[src/rtl/exc_pkg.sv]
// exc_pkg: ExcCodes, Status bit indices, source indices and FSM state type shared with CP0.
package exc_pkg;
  localparam logic [3:0] EXC_SYSCALL = 4'b1000;
  localparam logic [3:0] EXC_BREAK   = 4'b1001;
  localparam logic [3:0] EXC_TEQ     = 4'b1101;
  localparam logic [3:0] EXC_INT     = 4'b0000;
  localparam int STAT_IE     = 0;
  localparam int STAT_SYS_EN = 1;
  localparam int STAT_BRK_EN = 2;
  localparam int STAT_TEQ_EN = 3;
  localparam int STAT_IM_LO  = 8;
  localparam int STAT_IM_HI  = 11;
  localparam int SRC_SYS = 0;
  localparam int SRC_BRK = 1;
  localparam int SRC_TEQ = 2;
  localparam int SRC_INT = 3;
`ifdef EXC_REQ_EXT_IRQ_EN
  localparam int NSRC = 4;
`else
  localparam int NSRC = 3;
`endif
  typedef logic [1:0] state_t;
  localparam state_t S_IDLE = 2'd0;
  localparam state_t S_REQ  = 2'd1;
  localparam state_t S_HND  = 2'd2;
endpackage

[src/rtl/exc_prio_enc.sv]
// exc_prio_enc: fixed-priority pick BREAK > SYSCALL > TEQ (> INT with EXC_REQ_EXT_IRQ_EN).
module exc_prio_enc
  import exc_pkg::*;
#(
  parameter int N = NSRC
) (
  input  logic [N-1:0] pend,
  output logic [N-1:0] win,
  output logic [3:0]   cause,
  output logic         any
);
  always_comb begin
    win = '0;
    cause = EXC_INT;
    if (pend[SRC_BRK]) begin
      win[SRC_BRK] = 1'b1;
      cause = EXC_BREAK;
    end else if (pend[SRC_SYS]) begin
      win[SRC_SYS] = 1'b1;
      cause = EXC_SYSCALL;
    end else if (pend[SRC_TEQ]) begin
      win[SRC_TEQ] = 1'b1;
      cause = EXC_TEQ;
`ifdef EXC_REQ_EXT_IRQ_EN
    end else if (pend[SRC_INT]) begin
      win[SRC_INT] = 1'b1;
      cause = EXC_INT;
`endif
    end
  end
  assign any = |pend;
endmodule

[src/rtl/exc_req_ctrl.sv]
// exc_req_ctrl: pends SYSCALL/BREAK/TEQ (and INT with EXC_REQ_EXT_IRQ_EN), issues to CP0, tracks handler.
module exc_req_ctrl
  import exc_pkg::*;
#(
  parameter int ACK_TIMEOUT = 15
) (
  input  logic        clk,
  input  logic        rst,
  input  logic        syscall_i,
  input  logic        break_i,
  input  logic        teq_i,
  input  logic [31:0] pc_i,
  input  logic [31:0] status_i,
  input  logic        ack_i,
  input  logic        eret_i,
`ifdef EXC_REQ_EXT_IRQ_EN
  input  logic [3:0]  irq_i,
`endif
  output logic        req_o,
  output logic [3:0]  cause_o,
  output logic [31:0] epc_o,
  output logic        stall_o,
  output logic        busy_o,
  output logic        err_o,
  output logic [7:0]  drop_cnt_o
);
  state_t st;
  logic [2:0] pend, stb, en, new_p;
  logic [31:0] pcq [3];
  logic [NSRC-1:0] eff, win;
  logic [3:0] win_cause;
  logic [31:0] win_pc;
  logic [7:0] cnt;
  logic any, issue, drop, unused;
  assign stb = {teq_i, break_i, syscall_i};
  assign en = {status_i[STAT_TEQ_EN], status_i[STAT_BRK_EN], status_i[STAT_SYS_EN]} & {3{status_i[STAT_IE]}};
  assign new_p = stb & en & ~pend;
  assign drop = |(stb & ~en);
`ifdef EXC_REQ_EXT_IRQ_EN
  assign eff = {status_i[STAT_IE] & |(irq_i & status_i[STAT_IM_HI:STAT_IM_LO]), pend | new_p};
  assign unused = ^{status_i[31:12], status_i[7:4]};
`else
  assign eff = pend | new_p;
  assign unused = ^status_i[31:4];
`endif
  exc_prio_enc #(.N(NSRC)) u_enc (
    .pend (eff),
    .win  (win),
    .cause(win_cause),
    .any  (any)
  );
  assign issue = (st == S_IDLE) && any;
  // A source strobed this very cycle has no captured PC yet, so it takes pc_i directly.
  always_comb begin
    win_pc = '0;
    for (int i = 0; i < 3; i++) win_pc |= {32{win[i]}} & (pend[i] ? pcq[i] : pc_i);
`ifdef EXC_REQ_EXT_IRQ_EN
    win_pc |= {32{win[SRC_INT]}} & pc_i;
`endif
  end
  always_ff @(posedge clk or posedge rst)
    if (rst) begin
      st <= S_IDLE;
      pend <= '0;
      cause_o <= '0;
      epc_o <= '0;
      cnt <= '0;
      err_o <= 1'b0;
      drop_cnt_o <= '0;
      for (int i = 0; i < 3; i++) pcq[i] <= '0;
    end else begin
      err_o <= 1'b0;
      drop_cnt_o <= drop_cnt_o + 8'(drop && drop_cnt_o != 8'hff);
      pend <= (pend | new_p) & ~(issue ? win[2:0] : 3'b000);
      for (int i = 0; i < 3; i++) if (new_p[i]) pcq[i] <= pc_i;
      case (st)
        S_IDLE: if (any) begin
          st <= S_REQ;
          cause_o <= win_cause;
          epc_o <= win_pc;
          cnt <= '0;
        end
        S_REQ: if (ack_i) st <= S_HND;
          else if (cnt == 8'(ACK_TIMEOUT - 1)) begin
            st <= S_IDLE;
            err_o <= 1'b1;
          end else cnt <= cnt + 8'd1;
        S_HND: if (eret_i) st <= S_IDLE;
        default: st <= S_IDLE;
      endcase
    end
  assign req_o = st == S_REQ;
  assign stall_o = st == S_REQ;
  assign busy_o = st == S_HND;
endmodule

[config.mk]
export PLATFORM = sky130hd
export DESIGN_NAME = exc_req_ctrl
export DESIGN_NICKNAME = d
export VERILOG_FILES = /design/src/rtl/exc_pkg.sv /design/src/rtl/exc_prio_enc.sv /design/src/rtl/exc_req_ctrl.sv
export SDC_FILE = /design/constraint.sdc
export NUM_CORES = 1
export LEC_CHECK = 0
export ABC_AREA = 1
export BUFFER_PORTS_ARGS = -buffer_cell sky130_fd_sc_hd__buf_2
export CORE_MARGIN = 5
export CORE_UTILIZATION = 62
export CTS_BUF_LIST = sky130_fd_sc_hd__clkbuf_8
export DETAILED_ROUTE_END_ITERATION = 10
export HOLD_SLACK_MARGIN = 0.06
export PLACE_DENSITY = 0.9
export SYNTH_ARGS = -nofsm -noshare
export SYNTH_HDL_FRONTEND = slang
export SYNTH_HIERARCHICAL = 1
export SYNTH_SLANG_ARGS = --single-unit
[constraint.sdc]
create_clock -name clk -period 15.9 [get_ports clk]
set_input_delay 3.18 -clock clk [delete_from_list [all_inputs] [get_ports clk]]
set_output_delay 3.18 -clock clk [all_outputs]
set_load 0.03 [all_outputs]
### Word level (Yosys, flattened, before mapping)

Index checks and enable logic that the tools add are counted.
Widths: inputs -> output; s select.

* bits in registers: 154
* bits in latches: 0
* memory bits (writable): 0
* bits in read-only memories: 0
* input bits: 71
* logic and storage cells: 69
* memories kept: 0

* $add $sub $neg: 2
* $mul: 0
* div/mod/pow operators: 0
* magnitude comparators: 0
* eq/ne operators: 9
* shift-type cells: 0
* mux-type cells: 25
* bitwise logic cells: 14
* reduce and logical (&&, ||, !) cells: 9

Operator list (count)
* $and 32x32->32: 3
* $mux 32: 3
* $or 32x32->32: 2
* $mux 8: 3
* $pmux 8 s2: 1
* $and 3x3->3: 5
* $mux 4: 3
* $mux 1: 9
* $not 3->3: 3
* $add 8x1->8: 1
* $add 8x1->8 const B: 1
* $eq 8x4->1 const B: 1
* $mux 2: 4
* $ne 2x2->1 const B: 4
* $ne 8x8->1 const B: 1
* $pmux 2 s3: 1
* $reduce_or 3->1: 2
* $reduce_and 4->1: 1
* $mux 3: 1
* $ne 3x2->1 const B: 1
* $or 3x3->3: 1
* $reduce_and 3->1: 1
* $eq 2x1->1 const B: 1
* $eq 2x2->1 const B: 1
* 4 further kinds: 5

### Longest topological paths before layout

Gate-level depths: netlist of the first run.

* depth after elaboration: 10
* depth in mapped cells: 13
* gate-level depth less buffers: 10

### By module

Netlist of the first run, hierarchy kept.

Modules (own cells, without submodules)
* exc_req_ctrl: instances 1, cells each 1040, area an instance 8169.1 µm²
* exc_prio_enc: instances 1, cells each 13, area an instance 62.6 µm²

### Worst setup path after synthesis of the first run

Ideal clock, no wire load.

* path type: input to register
* start point: input port status_i[2]
* end point: register epc_o[0]
* setup time: 117 ps
* arrival time: 4451 ps
* required time: 15783 ps
* slack: 11331 ps
* cell stages on the path: 10
* path buffers: 3
* path through: nand2_2 o21ai_0 nor2_1 buf_4 buf_2 clkbuf_1 nand2_1 nand2_1 nor2_1 nor2_1

RTL lines
* start, declared: RTL line exc_req_ctrl.sv:13 `input logic [31:0] status_i,`
* $and 3x3->3: RTL line exc_req_ctrl.sv:36 `assign en = {status_i[STAT_TEQ_EN], status_i[STAT_BRK_EN], status_i[STAT_SYS_EN]} & {3{status_i[STAT_IE]}};`
* $and 3x3->3 (2 in series): RTL line exc_req_ctrl.sv:37 `assign new_p = stb & en & ~pend;`
* $or 3x3->3: RTL line exc_req_ctrl.sv:43 `assign eff = pend | new_p;`
* net eff[1]: RTL line exc_req_ctrl.sv:30 `logic [NSRC-1:0] eff, win;`
* $mux 1: RTL line exc_prio_enc.sv:15 `if (pend[SRC_BRK]) begin`
* net win[2]: RTL line exc_req_ctrl.sv:30
* $and 32x32->32: RTL line exc_req_ctrl.sv:56 `for (int i = 0; i < 3; i++) win_pc |= {32{win[i]}} & (pend[i] ? pcq[i] : pc_i);`
* $or 32x32->32: RTL line exc_req_ctrl.sv:56
* end signal, assigned: RTL line exc_req_ctrl.sv:80 `epc_o <= win_pc;`
* end, declared: RTL line exc_req_ctrl.sv:21 `output logic [31:0] epc_o,`

The timed path passes the listed nets, and every way through them passes these cells.
A chain may end at the register's enable or synchronous reset.

### Worst setup path in the final report of the first run

* start point: input port status_i[0]
* end point: register epc_o[31]

RTL lines
* $and 3x3->3: RTL line exc_req_ctrl.sv:36
* $and 3x3->3 (2 in series): RTL line exc_req_ctrl.sv:37
* $or 3x3->3: RTL line exc_req_ctrl.sv:43
* net eff[1]: RTL line exc_req_ctrl.sv:30
* $reduce_or 3->1: RTL line exc_prio_enc.sv:31 `assign any = |pend;`
* net any: RTL line exc_req_ctrl.sv:34 `logic any, issue, drop, unused;`
* $reduce_and 2->1 (no source line)

The timed path passes the listed nets, and every way through them passes these cells.

==> results.yml, run 1 <==
timing:
  drv_slew: 0
  rsz0062_at_grt: "no"
  tns_ns: 0
  maxSlewHeadroom_pct: 23.2
  finalCritPeriodShare_pct: 32.3
  fin_worst_hold_slack_ns: 0.479
  fmax_ghz: 0.195
  setup_viol: 0
  period_minus_slack_ns: 5.13
  final_hold_viol_count: 0
  worst_pin_slew_ns: 1.15
  clock-skew-final_ns: 0.00589
placement:
  dp_hpwl_um: 10200
  routabilityCongestion: 0.769
  dp.cells: 1257
  port_buffers: 90
detailed_routing:
  drc: 0
  drt_iter0_drc: 552
  vias: 6735
  vias_per_cell: 5.23
  avgRoutedWirePerCell_um: 13.2
  antenna_left: 0
  routed_wl_um: 17000
  drt_first_pass_iters: 4
logic_synthesis:
  ys_seq_elements: 154
  syn_area_um2: 8230
  synth_area_leaders: "dfrtp_1 (47%), nand2_1 (19%), o21ai_2 (6.7%)"
  syn_inst: 1053
  yosys_warnings: 6
  synth_cell_types: 27
  syn_area_per_cell_um2: 7.82
  ys_seq_area_share_pct: 46.8
  synth_nets: 1128
  yosys.area.top_type: "dfrtp_1"
  synth_top_area_share_pct: 46.8
worst_setup_path:
  path_buf_inv: 3
  criticalPathCategory: "in2reg"
  timing.rr.start: "pend[1]$_DFF_PP0_"
  worst-r2r-cell-count: 10
  slowest_delay_ns: 0.61
  reg2reg_to: "epc_o[31]$_DFFE_PP0P_"
  required_ns: 16.24
  path_max_fanout: 71
  critPathArrivalTime_ns: 5.47
  cpMostUsedCell: "nor2_1"
  startpoint_type: "input pin"
  ff2ff_setup_slack_ns: 12.49
  critPathTopFamily: "buffers and inverters"
  crit_chain: "buf_2 > nand2_2 > o21ai_4 > buf_4 > nor2_1 > nand2_1 > nand3_4 > inv_4 > nand2_1 > nor2_1 > nor2_1"
  critical-path-slowest-cell: "inv_4"
  end_kind: "register"
min_path:
  min_to: "cause_o[2]$_DFFE_PP0P_"
  hold_depth: 2
  hold_start: "cause_o[2]$_DFFE_PP0P_"
  hp-class: "reg2reg"
global_routing:
  grt_pass1_wl_um: 29300
  busiest_layer: "met2"
  met2_usage_pct: 37.6
  overflow: 0
  grt_util_met3_pct: 4.48
  antenna_found_initial: 0
  grtUsageTotal_pct: 22.5
  grt_max_degree: 83
  met1_usage_pct: 29.6
  grt_pass1_vias: 6361
floorplanning:
  die_x_um: 125
  rows: 42
  ios: 119
  dieArea_um2: 15700
  die_h_um: 125
  core_um2: 13100
  initial_utilization_pct: 62.7
layout:
  multi_input_comb_area_um2: 3610
  final_nets: 1175
  diodes: 0
  register_area_um2: 3860
  areaGrowthSynthToFinish_pct: 5.82
  final_cells: 1288
  num-fill-cells: 1142
  drive_above_1_share_pct: 18.7
clocking:
  insertion_delay_ns: 0.45
  htree_levels: 4
  cts_buffer_depth: 2
  cts_setup_buffers: 0
  cts_buffers: 17
  cts.sinks: 154
  cts_root_buf: "clkbuf_8"
  clkTransAtPathRegs_ns: 0.08
  hold_buffers: 0
  cts_tree: "built"
  cts_resized: 0
status:
  status: "completed"
power_and_ir_drop:
  p_sw_share_pct: 46.1
  clkPwrFrac_pct: 13.9
  seqPwrFrac_pct: 41.2
  power.switching_uw: 832
  power_density_nw_per_um2: 207
  irDropWorstVdd_uv: 121
  p_leak_uw: 0.00447
  intPower_uw: 974
  power_frac_comb_pct: 44.9
  total_power_uw: 1810
job:
  maxCapViolCount: 0
through the flow:
stage	utilization [%]	area, um^2	setup WS, ns
finish	66.3	8710	10.77
global route	66.3	8710	10.58
CTS	66.3	8710	10.83
detailed placement	63.8	8380	10.34
global placement	63.8	8380	10.36
floorplan	-	8230	8.57
routing by layer:
| layer | vias up | part of all wire [%] |
|---|---|---|
| met5 | - | 0 |
| met4 | 0 | 1.4 |
| met3 | 19 | 5.5 |
| met2 | 172 | 48 |
| met1 | 3160 | 46 |
| li1 | 3384 | - |
state kept, by name, indices dropped and copies added (netlist names):
register	cells
cause_o	4
st	2
pend	3
pcq	96
drop_cnt_o	8
cnt	8
err_o	1
epc_o	32
cells in the mapped netlist:
master,count
nand2_1,422
dfrtp_1,154
nor2_1,114
o21ai_1,86
o21ai_2,63
inv_1,52
o21ai_0,49
buf_6,38
buf_4,9
clkbuf_1,8
xor2_1,8
buf_2,7
inv_2,7
nand3_1,7
nand2_2,6
nor2_4,5
ha_1,4
nand2_4,3
clkbuf_2,2
nor3_1,2
a21oi_1,1
conb_1,1
inv_4,1
nand3_4,1
nand3b_1,1
nand4_1,1
o31ai_1,1
power by group through the flow:
| stage | Combinational, uW | Sequential, uW | Clock, uW |
|---|---|---|---|
| finish | 810 | 745 | 251 |
| global route | 918 | 773 | 272 |
| CTS | 818 | 742 | 257 |
| detailed placement | 814 | 747 | 0 |
| global placement | 788 | 736 | 0 |
| floorplan | 643 | 778 | 0 |
worst max path at each step:
stage	start	endpoint	slack (ns)	cells past startpoint
final	status_i[0]	epc_o[31]$_DFFE_PP0P_	10.77	11
after CTS	status_i[0]	epc_o[31]$_DFFE_PP0P_	10.83	11
after floorplan	rst	cause_o[0]$_DFFE_PP0P_	8.57	1
after detailed placement	status_i[0]	epc_o[15]$_DFFE_PP0P_	10.34	11
after global placement	status_i[0]	epc_o[31]$_DFFE_PP0P_	10.36	11
after global routing	status_i[0]	epc_o[31]$_DFFE_PP0P_	10.58	11
cells by family after synthesis:
| family | share of synthesized area, % |
|---|---|
| simple gates | 26.9 |
| compound gates | 15.1 |
| flops | 46.8 |
| buf+inv | 9.70 |
| xor+xnor | 0.851 |
| fa+ha+maj | 0.608 |
| other cells | 0.0456 |
worst register-to-register path: cells and delay by family (launching register included):
| kind | cells | cell delay (ns) |
|---|---|---|
| and+or+nand+nor | 6 | 0.91 |
| buffers and inverters | 3 | 1.21 |
| DFF | 1 | 1.09 |
| AOI/OAI and AO/OA | 1 | 0.09 |
cell usage in the layout, fill, tap and decap left out, types with 2 or more instances in the layout:
master / Yosys / layout
clkinv_2: 0 / 2
buf_4: 9 / 2
nand2_2: 6 / 6
inv_1: 52 / 59
nor2_4: 5 / 7
nand3_1: 7 / 7
dfrtp_1: 154 / 151
dfrtp_2: 0 / 3
xor2_1: 8 / 8
nor2_1: 114 / 112
nand2_1: 422 / 422
ha_1: 4 / 4
o21ai_2: 63 / 63
buf_2: 7 / 90
o21ai_0: 49 / 48
nand2_4: 3 / 3
o21ai_1: 86 / 86
inv_2: 7 / 7
nor3_1: 2 / 2
clkbuf_8: 0 / 21
area by class of cell:
| class | count | area share (%) |
|---|---|---|
| inverter | 60 | 2.67 |
| tap | 176 | 2.53 |
| clock buffer | 21 | 3.32 |
| sequential | 154 | 44.3 |
| multi-input combinational | 775 | 41.4 |
| clock inverter | 10 | 0.460 |
| timing repair buffer | 92 | 5.34 |
No activity file was read; power rests on OpenSTA's default activity.
==> run 2: changes to the inputs <==
--- a/config.mk
+++ b/config.mk
@@ -8,11 +8,11 @@
 export ABC_AREA = 1
 export BUFFER_PORTS_ARGS = -buffer_cell sky130_fd_sc_hd__buf_2
 export CORE_MARGIN = 5
-export CORE_UTILIZATION = 62
+export CORE_UTILIZATION = 60
 export CTS_BUF_LIST = sky130_fd_sc_hd__clkbuf_8
 export DETAILED_ROUTE_END_ITERATION = 10
 export HOLD_SLACK_MARGIN = 0.06
-export PLACE_DENSITY = 0.9
+export PLACE_DENSITY = 0.87
 export SYNTH_ARGS = -nofsm -noshare
 export SYNTH_HDL_FRONTEND = slang
 export SYNTH_HIERARCHICAL = 1
==> constraint.sdc (replaced) <==
create_clock -name clk -period 4.9 [get_ports clk]
set_input_delay 0.98 -clock clk [delete_from_list [all_inputs] [get_ports clk]]
set_output_delay 0.98 -clock clk [all_outputs]
set_load 0.03 [all_outputs]
==> results.yml, run 2 (synthesis results as in run 1) <==
timing:
  tns_ns: 0
  finalCritPeriodShare_pct: 57.2
  drv_slew: 0
  setup_viol: 0
  final_hold_viol_count: 0
  clock-skew-final_ns: 0.0100
  period_minus_slack_ns: 2.80
  maxSlewHeadroom_pct: 31.3
  worst_pin_slew_ns: 1.03
  fmax_ghz: 0.357
  rsz0062_at_grt: "no"
global_routing:
  grt_pass1_vias: 6606
  grt_util_met3_pct: 4.72
  met2_usage_pct: 39.4
  grtUsageTotal_pct: 23.4
  busiest_layer: "met2"
  grt_pass1_wl_um: 30800
  met1_usage_pct: 30.6
  antenna_found_initial: 0
  overflow: 0
  grt_max_degree: 98
layout:
  diodes: 0
  areaGrowthSynthToFinish_pct: 6.51
  layout_commonest_cell: "nand2_1"
  final_nets: 1179
  register_area_um2: 3860
  most-common-layout-cells: "nand2_1 (422), dfrtp_1 (151), nor2_1 (112)"
  multi_input_comb_area_um2: 3610
  num-fill-cells: 1158
  reg_top3: "pcq x96, epc_o x32"
  final_area_um2: 8770
  top_register: "pcq"
  largest_reg_flops: 96
  drive_above_1_share_pct: 19.6
clocking:
  cts_buffer_depth: 2
  cts_setup_buffers: 0
  cts_tree: "built"
  cts_buffers: 17
  htree_levels: 4
  insertion_delay_ns: 0.46
  hold_buffers: 0
  clkTransAtPathRegs_ns: 0.07
  cts_resized: 0
  cts.sinks: 154
  cts_root_buf: "clkbuf_8"
power_and_ir_drop:
  seqPwrFrac_pct: 37.1
  power_density_nw_per_um2: 681
  irDropWorstVdd_uv: 512
  intPower_uw: 3190
  clkPwrFrac_pct: 14.2
  power_frac_comb_pct: 48.7
  p_leak_uw: 0.00448
  power.switching_uw: 2780
  p_sw_share_pct: 46.6
worst_setup_path:
  critPathArrivalTime_ns: 3.15
  required_ns: 5.24
  startpoint_type: "input pin"
  end_kind: "register"
  criticalPathCategory: "in2reg"
  ff2ff_setup_slack_ns: 2.59
  path_max_fanout: 71
placement:
  port_buffers: 90
  dp_hpwl_um: 10800
  routabilityCongestion: 0.798
  place_area_um2: 8420
detailed_routing:
  antenna_left: 0
  vias_per_cell: 5.22
  vias: 6749
  drt_iter0_drc: 683
  drc: 0
  drt_first_pass_iters: 4
  routed_wl_um: 17900
  avgRoutedWirePerCell_um: 13.9
floorplanning:
  rows: 42
  ios: 119
  die_x_um: 127
  core_um2: 13300
  initial_utilization_pct: 61.7
  die_h_um: 127
  dieArea_um2: 16200
min_path:
  hp-class: "in2async"
status:
  status: "completed"
job:
  maxCapViolCount: 0
-- run 2: area by class of cell --
class,instances,area share [%]
flip-flops and latches,154,44.0
inverters,60,2.64
clock inverters,11,0.628
multi-input cells,775,41.1
repair buffers,96,5.79
clock buffers,21,3.30
well taps,176,2.51
-- run 2: metal layers --
| metal | part of all wire [%] | vias up | wire length, um |
|---|---|---|---|
| met5 | 0 | - | 0 |
| met2 | 48 | 191 | 8650 |
| met4 | 1.2 | 0 | 216 |
| met3 | 5.8 | 15 | 1040 |
| met1 | 45 | 3152 | 8010 |
| li1 | - | 3391 | - |
-- run 2: power by group through the flow --
stage                     clock (uW)  sequential (uW)  combinational, uW
after floorplan                    0             2520               2090
after global placement             0             2190               2780
after detailed placement           0             2230               2890
after CTS                        861             2210               2910
after global routing             916             2290               3260
final                            848             2210               2900
-- run 2: path summary, 6_finish.rpt --
kind / from / end / depth (start not counted)
hold / removal: rst / epc_o[21]$_DFFE_PP0P_ / 2
setup reg to reg: pend[2]$_DFF_PP0_ / epc_o[17]$_DFFE_PP0P_ / 9
setup / recovery: status_i[0] / epc_o[17]$_DFFE_PP0P_ / 10
min in group clk: pcq[34]$_DFFE_PP0P_ / pcq[34]$_DFFE_PP0P_ / 2
hold reg to reg: pcq[34]$_DFFE_PP0P_ / pcq[34]$_DFFE_PP0P_ / 2
max in group asynchronous: rst / epc_o[13]$_DFFE_PP0P_ / 3
-- run 2: worst max-delay path, cell delays in order --
cell     delay [ns]
buf_2          0.12
nand2_2        0.08
o21ai_0        0.39
nor2_1         0.15
nand2_1        0.20
nand3_4        0.17
inv_4          0.59
nand2_1        0.11
nor2_1         0.22
nor2_1         0.07
-- run 2: per-stage QoR --
stage / hold WS [ns] / total power [uW] / setup WS (ns) / cells / utilization (%)
global route: 0.372 / 6470 / 1.97 / 1293 / 65.7
finish: 0.396 / 5970 / 2.10 / 1293 / 65.7
global placement: 0.463 / 4980 / 1.73 / 1261 / 63.1
floorplan: 0.455 / 4610 / 1.98 / 1053 / -
detailed placement: 0.467 / 5120 / 1.70 / 1261 / 63.1
CTS: 0.374 / 5980 / 2.18 / 1293 / 65.7
==> run 3: changes to the inputs <==
--- a/config.mk
+++ b/config.mk
@@ -5,10 +5,10 @@
 export SDC_FILE = /design/constraint.sdc
 export NUM_CORES = 1
 export LEC_CHECK = 0
-export ABC_AREA = 1
+export ABC_AREA = 0
 export BUFFER_PORTS_ARGS = -buffer_cell sky130_fd_sc_hd__buf_2
 export CORE_MARGIN = 5
-export CORE_UTILIZATION = 60
+export CORE_UTILIZATION = 59
 export CTS_BUF_LIST = sky130_fd_sc_hd__clkbuf_8
 export DETAILED_ROUTE_END_ITERATION = 10
 export HOLD_SLACK_MARGIN = 0.06
==> constraint.sdc (replaced) <==
create_clock -name clk -period 2.7 [get_ports clk]
set_input_delay 0.54 -clock clk [delete_from_list [all_inputs] [get_ports clk]]
set_output_delay 0.54 -clock clk [all_outputs]
set_load 0.03 [all_outputs]
==> results.yml, run 3 <==
status:
  status: "completed"
timing:
  setup_viol: 0
  fmax_ghz: 0.489
  drv_slew: 0
  clock-skew-final_ns: 0.0145
  worst_pin_slew_ns: 0.938
  period_minus_slack_ns: 2.04
  final_hold_viol_count: 0
  maxSlewHeadroom_pct: 37.5
  finalCritPeriodShare_pct: 75.7
  tns_ns: 0
  rsz0062_at_grt: "no"
logic_synthesis:
  synth_edf_count: 0
  ys_seq_area_share_pct: 51.4
  yosys.area.top_type: "dfrtp_1"
  synth_top_area_share_pct: 51.4
  ys.flop_type: "dfrtp_1"
  synth_nets: 661
  synth_area_leaders: "dfrtp_1 (51%), mux2_2 (29%), a222oi_1 (4.4%)"
  ys_seq_elements: 154
  syn_inst: 586
  ys_top_cells_by_count: "mux2_2 (190), dfrtp_1 (154), a21oi_1 (37)"
  synth_cell_types: 45
  syn_area_per_cell_um2: 12.8
  synth.most_common_cell: "mux2_2"
  synth-async-reset-ratio_pct: 100
  yosys_warnings: 6
  syn_area_um2: 7500
floorplanning:
  ios: 119
  die_x_um: 123
  die_h_um: 123
  rows: 41
  initial_utilization_pct: 59.9
  core_um2: 12500
  dieArea_um2: 15100
detailed_routing:
  dr_wl_met3_um: 856
  drt_first_pass_iters: 7
  top_layer: "met4"
  met1_length_um: 6910
  antenna_left: 0
  vias: 5125
  routed_wl_um: 16600
  drt_iter0_drc: 508
  vias_per_cell: 6.05
  routed-wl-met2_um: 8640
  avgRoutedWirePerCell_um: 19.6
  drc: 0
global_routing:
  antenna_found_initial: 0
  grt_pass1_vias: 5549
  grt_pass1_wl_um: 27800
  grtUsageTotal_pct: 23.7
  overflow: 0
  grt_max_degree: 85
clocking:
  cts_buffers: 17
  cts.sinks: 154
  htree_levels: 4
  cts_resized: 0
  cts_root_buf: "clkbuf_8"
  insertion_delay_ns: 0.45
  clkTransAtPathRegs_ns: 0.08
  cts_tree: "built"
  cts_buffer_depth: 2
power_and_ir_drop:
  power_density_nw_per_um2: 1280
  p_leak_uw: 0.00375
  irDropWorstVdd_uv: 670
layout:
  areaGrowthSynthToFinish_pct: 13.4
  fin_util_pct: 68.0
  largest_reg_flops: 96
  num-fill-cells: 890
  top_register: "pcq"
  drive_above_1_share_pct: 50.7
  layout_commonest_cell: "mux2_2"
  most-common-layout-cells: "mux2_2 (190), dfrtp_1 (151), buf_2 (90)"
  reg_top3: "pcq x96, epc_o x32"
  final_nets: 738
  diodes: 0
worst_setup_path:
  path_max_fanout: 23
  required_ns: 3.02
  end_kind: "register"
  crit_chain: "buf_4 > mux2_2 > a222oi_1 > a21oi_1"
  criticalPathCategory: "reg2reg"
  ff2ff_setup_slack_ns: 0.66
  critPathArrivalTime_ns: 2.36
  critical-path-slowest-cell: "dfrtp_2"
  startpoint_type: "register"
  slowest_delay_ns: 0.56
placement:
  routabilityCongestion: 0.804
  dp_hpwl_um: 10600
  port_buffers: 90
min_path:
  hp-class: "in2reg"
job:
  maxCapViolCount: 0
[run 3: cell count changes after synthesis, sizes merged, moves of 4 or more]
cell / before / now
a21oi: 1 / 37
a222oi: 0 / 33
buf: 54 / 30
clkbuf: 10 / 18
inv: 60 / 10
mux2: 0 / 197
nand2: 431 / 4
nand2b: 0 / 4
nor2: 119 / 37
o21ai: 198 / 3
or3: 0 / 5
xnor2: 0 / 4
xor2: 8 / 3
[run 3: worst paths after layout]
kind	from	end	cells past startpoint
worst max-delay path	pend[1]$_DFF_PP0_	epc_o[18]$_DFFE_PP0P_	4
worst min-delay path	ack_i	err_o$_DFF_PP0_	2
worst max register to register	pend[1]$_DFF_PP0_	epc_o[18]$_DFFE_PP0P_	4
worst min register to register	drop_cnt_o[3]$_DFF_PP0_	drop_cnt_o[3]$_DFF_PP0_	1
max in group asynchronous	rst	pcq[20]$_DFFE_PP0P_	4
min in group asynchronous	rst	drop_cnt_o[3]$_DFF_PP0_	3
[run 3: what timing repair did]
action | in CTS | in global routing
buffers inserted | 0 | 0
endpoints found under the setup margin | 0 | 0
endpoints found under the hold margin | 1 | 0
hold buffers | 1 | 0
[run 3: cell type report]
| type | instances | area [um^2] | area share, % |
|---|---|---|---|
| clock inverters | 12 | 111 | 1.31 |
| repair buffers | 106 | 611 | 7.18 |
| well taps | 172 | 215 | 2.53 |
| clock buffers | 19 | 262 | 3.07 |
| flip-flops and latches | 154 | 3860 | 45.3 |
| multi-input cells | 374 | 3410 | 40.1 |
| inverters | 10 | 41.3 | 0.485 |
[run 3: through the flow]
step / instances / power [uW] / hold WS [ns] / worst slack, ns / cell area (um^2)
after floorplan: 586 / 7870 / 0.459 / 0.215 / 7500
after global placement: 815 / 8920 / 0.442 / 0.505 / 8120
after detailed placement: 815 / 9220 / 0.443 / 0.480 / 8120
after CTS: 847 / 10900 / 0.305 / 0.659 / 8510
after global routing: 847 / 11500 / 0.311 / 0.565 / 8510
final: 847 / 10900 / 0.323 / 0.655 / 8510
[run 3: logic make-up (layout without fill, tap and decap cells)]
kind of cell | after synthesis | in the layout | synth area share (%)
xor gates and xnor gates | 7 | 7 | 0.817
adders and majority gates | 4 | 4 | 0.667
and+or+nand+nor | 77 | 77 | 5.19
buffers and inverters | 58 | 147 | 3.44
AOI/OAI and AO/OA | 87 | 87 | 8.76
muxes | 198 | 198 | 29.7
other | 1 | 1 | 0.0500
DFF | 154 | 154 | 51.4
[run 3: critical path, delay by kind of cell, from the launching register on]
family	cells	cell delay (ns)
flops	1	0.56
buf+inv	1	0.41
compound gates	2	0.55
mux	1	0.38
[run 3: routing by layer]
metal,vias to the layer above,track usage [%]
met2,166,40.5
met5,-,0
met1,2601,29.8
met4,0,8.40
li1,2331,-
met3,27,5.16
[run 3: report_power, final]
group          internal, uW  switching [uW]  total (uW)  leakage, uW
Sequential             3450             668        4110      0.00184
Clock                   845             790        1630     0.000206
Combinational          2350            2770        5120      0.00170
Total                  6640            4220       10900      0.00375
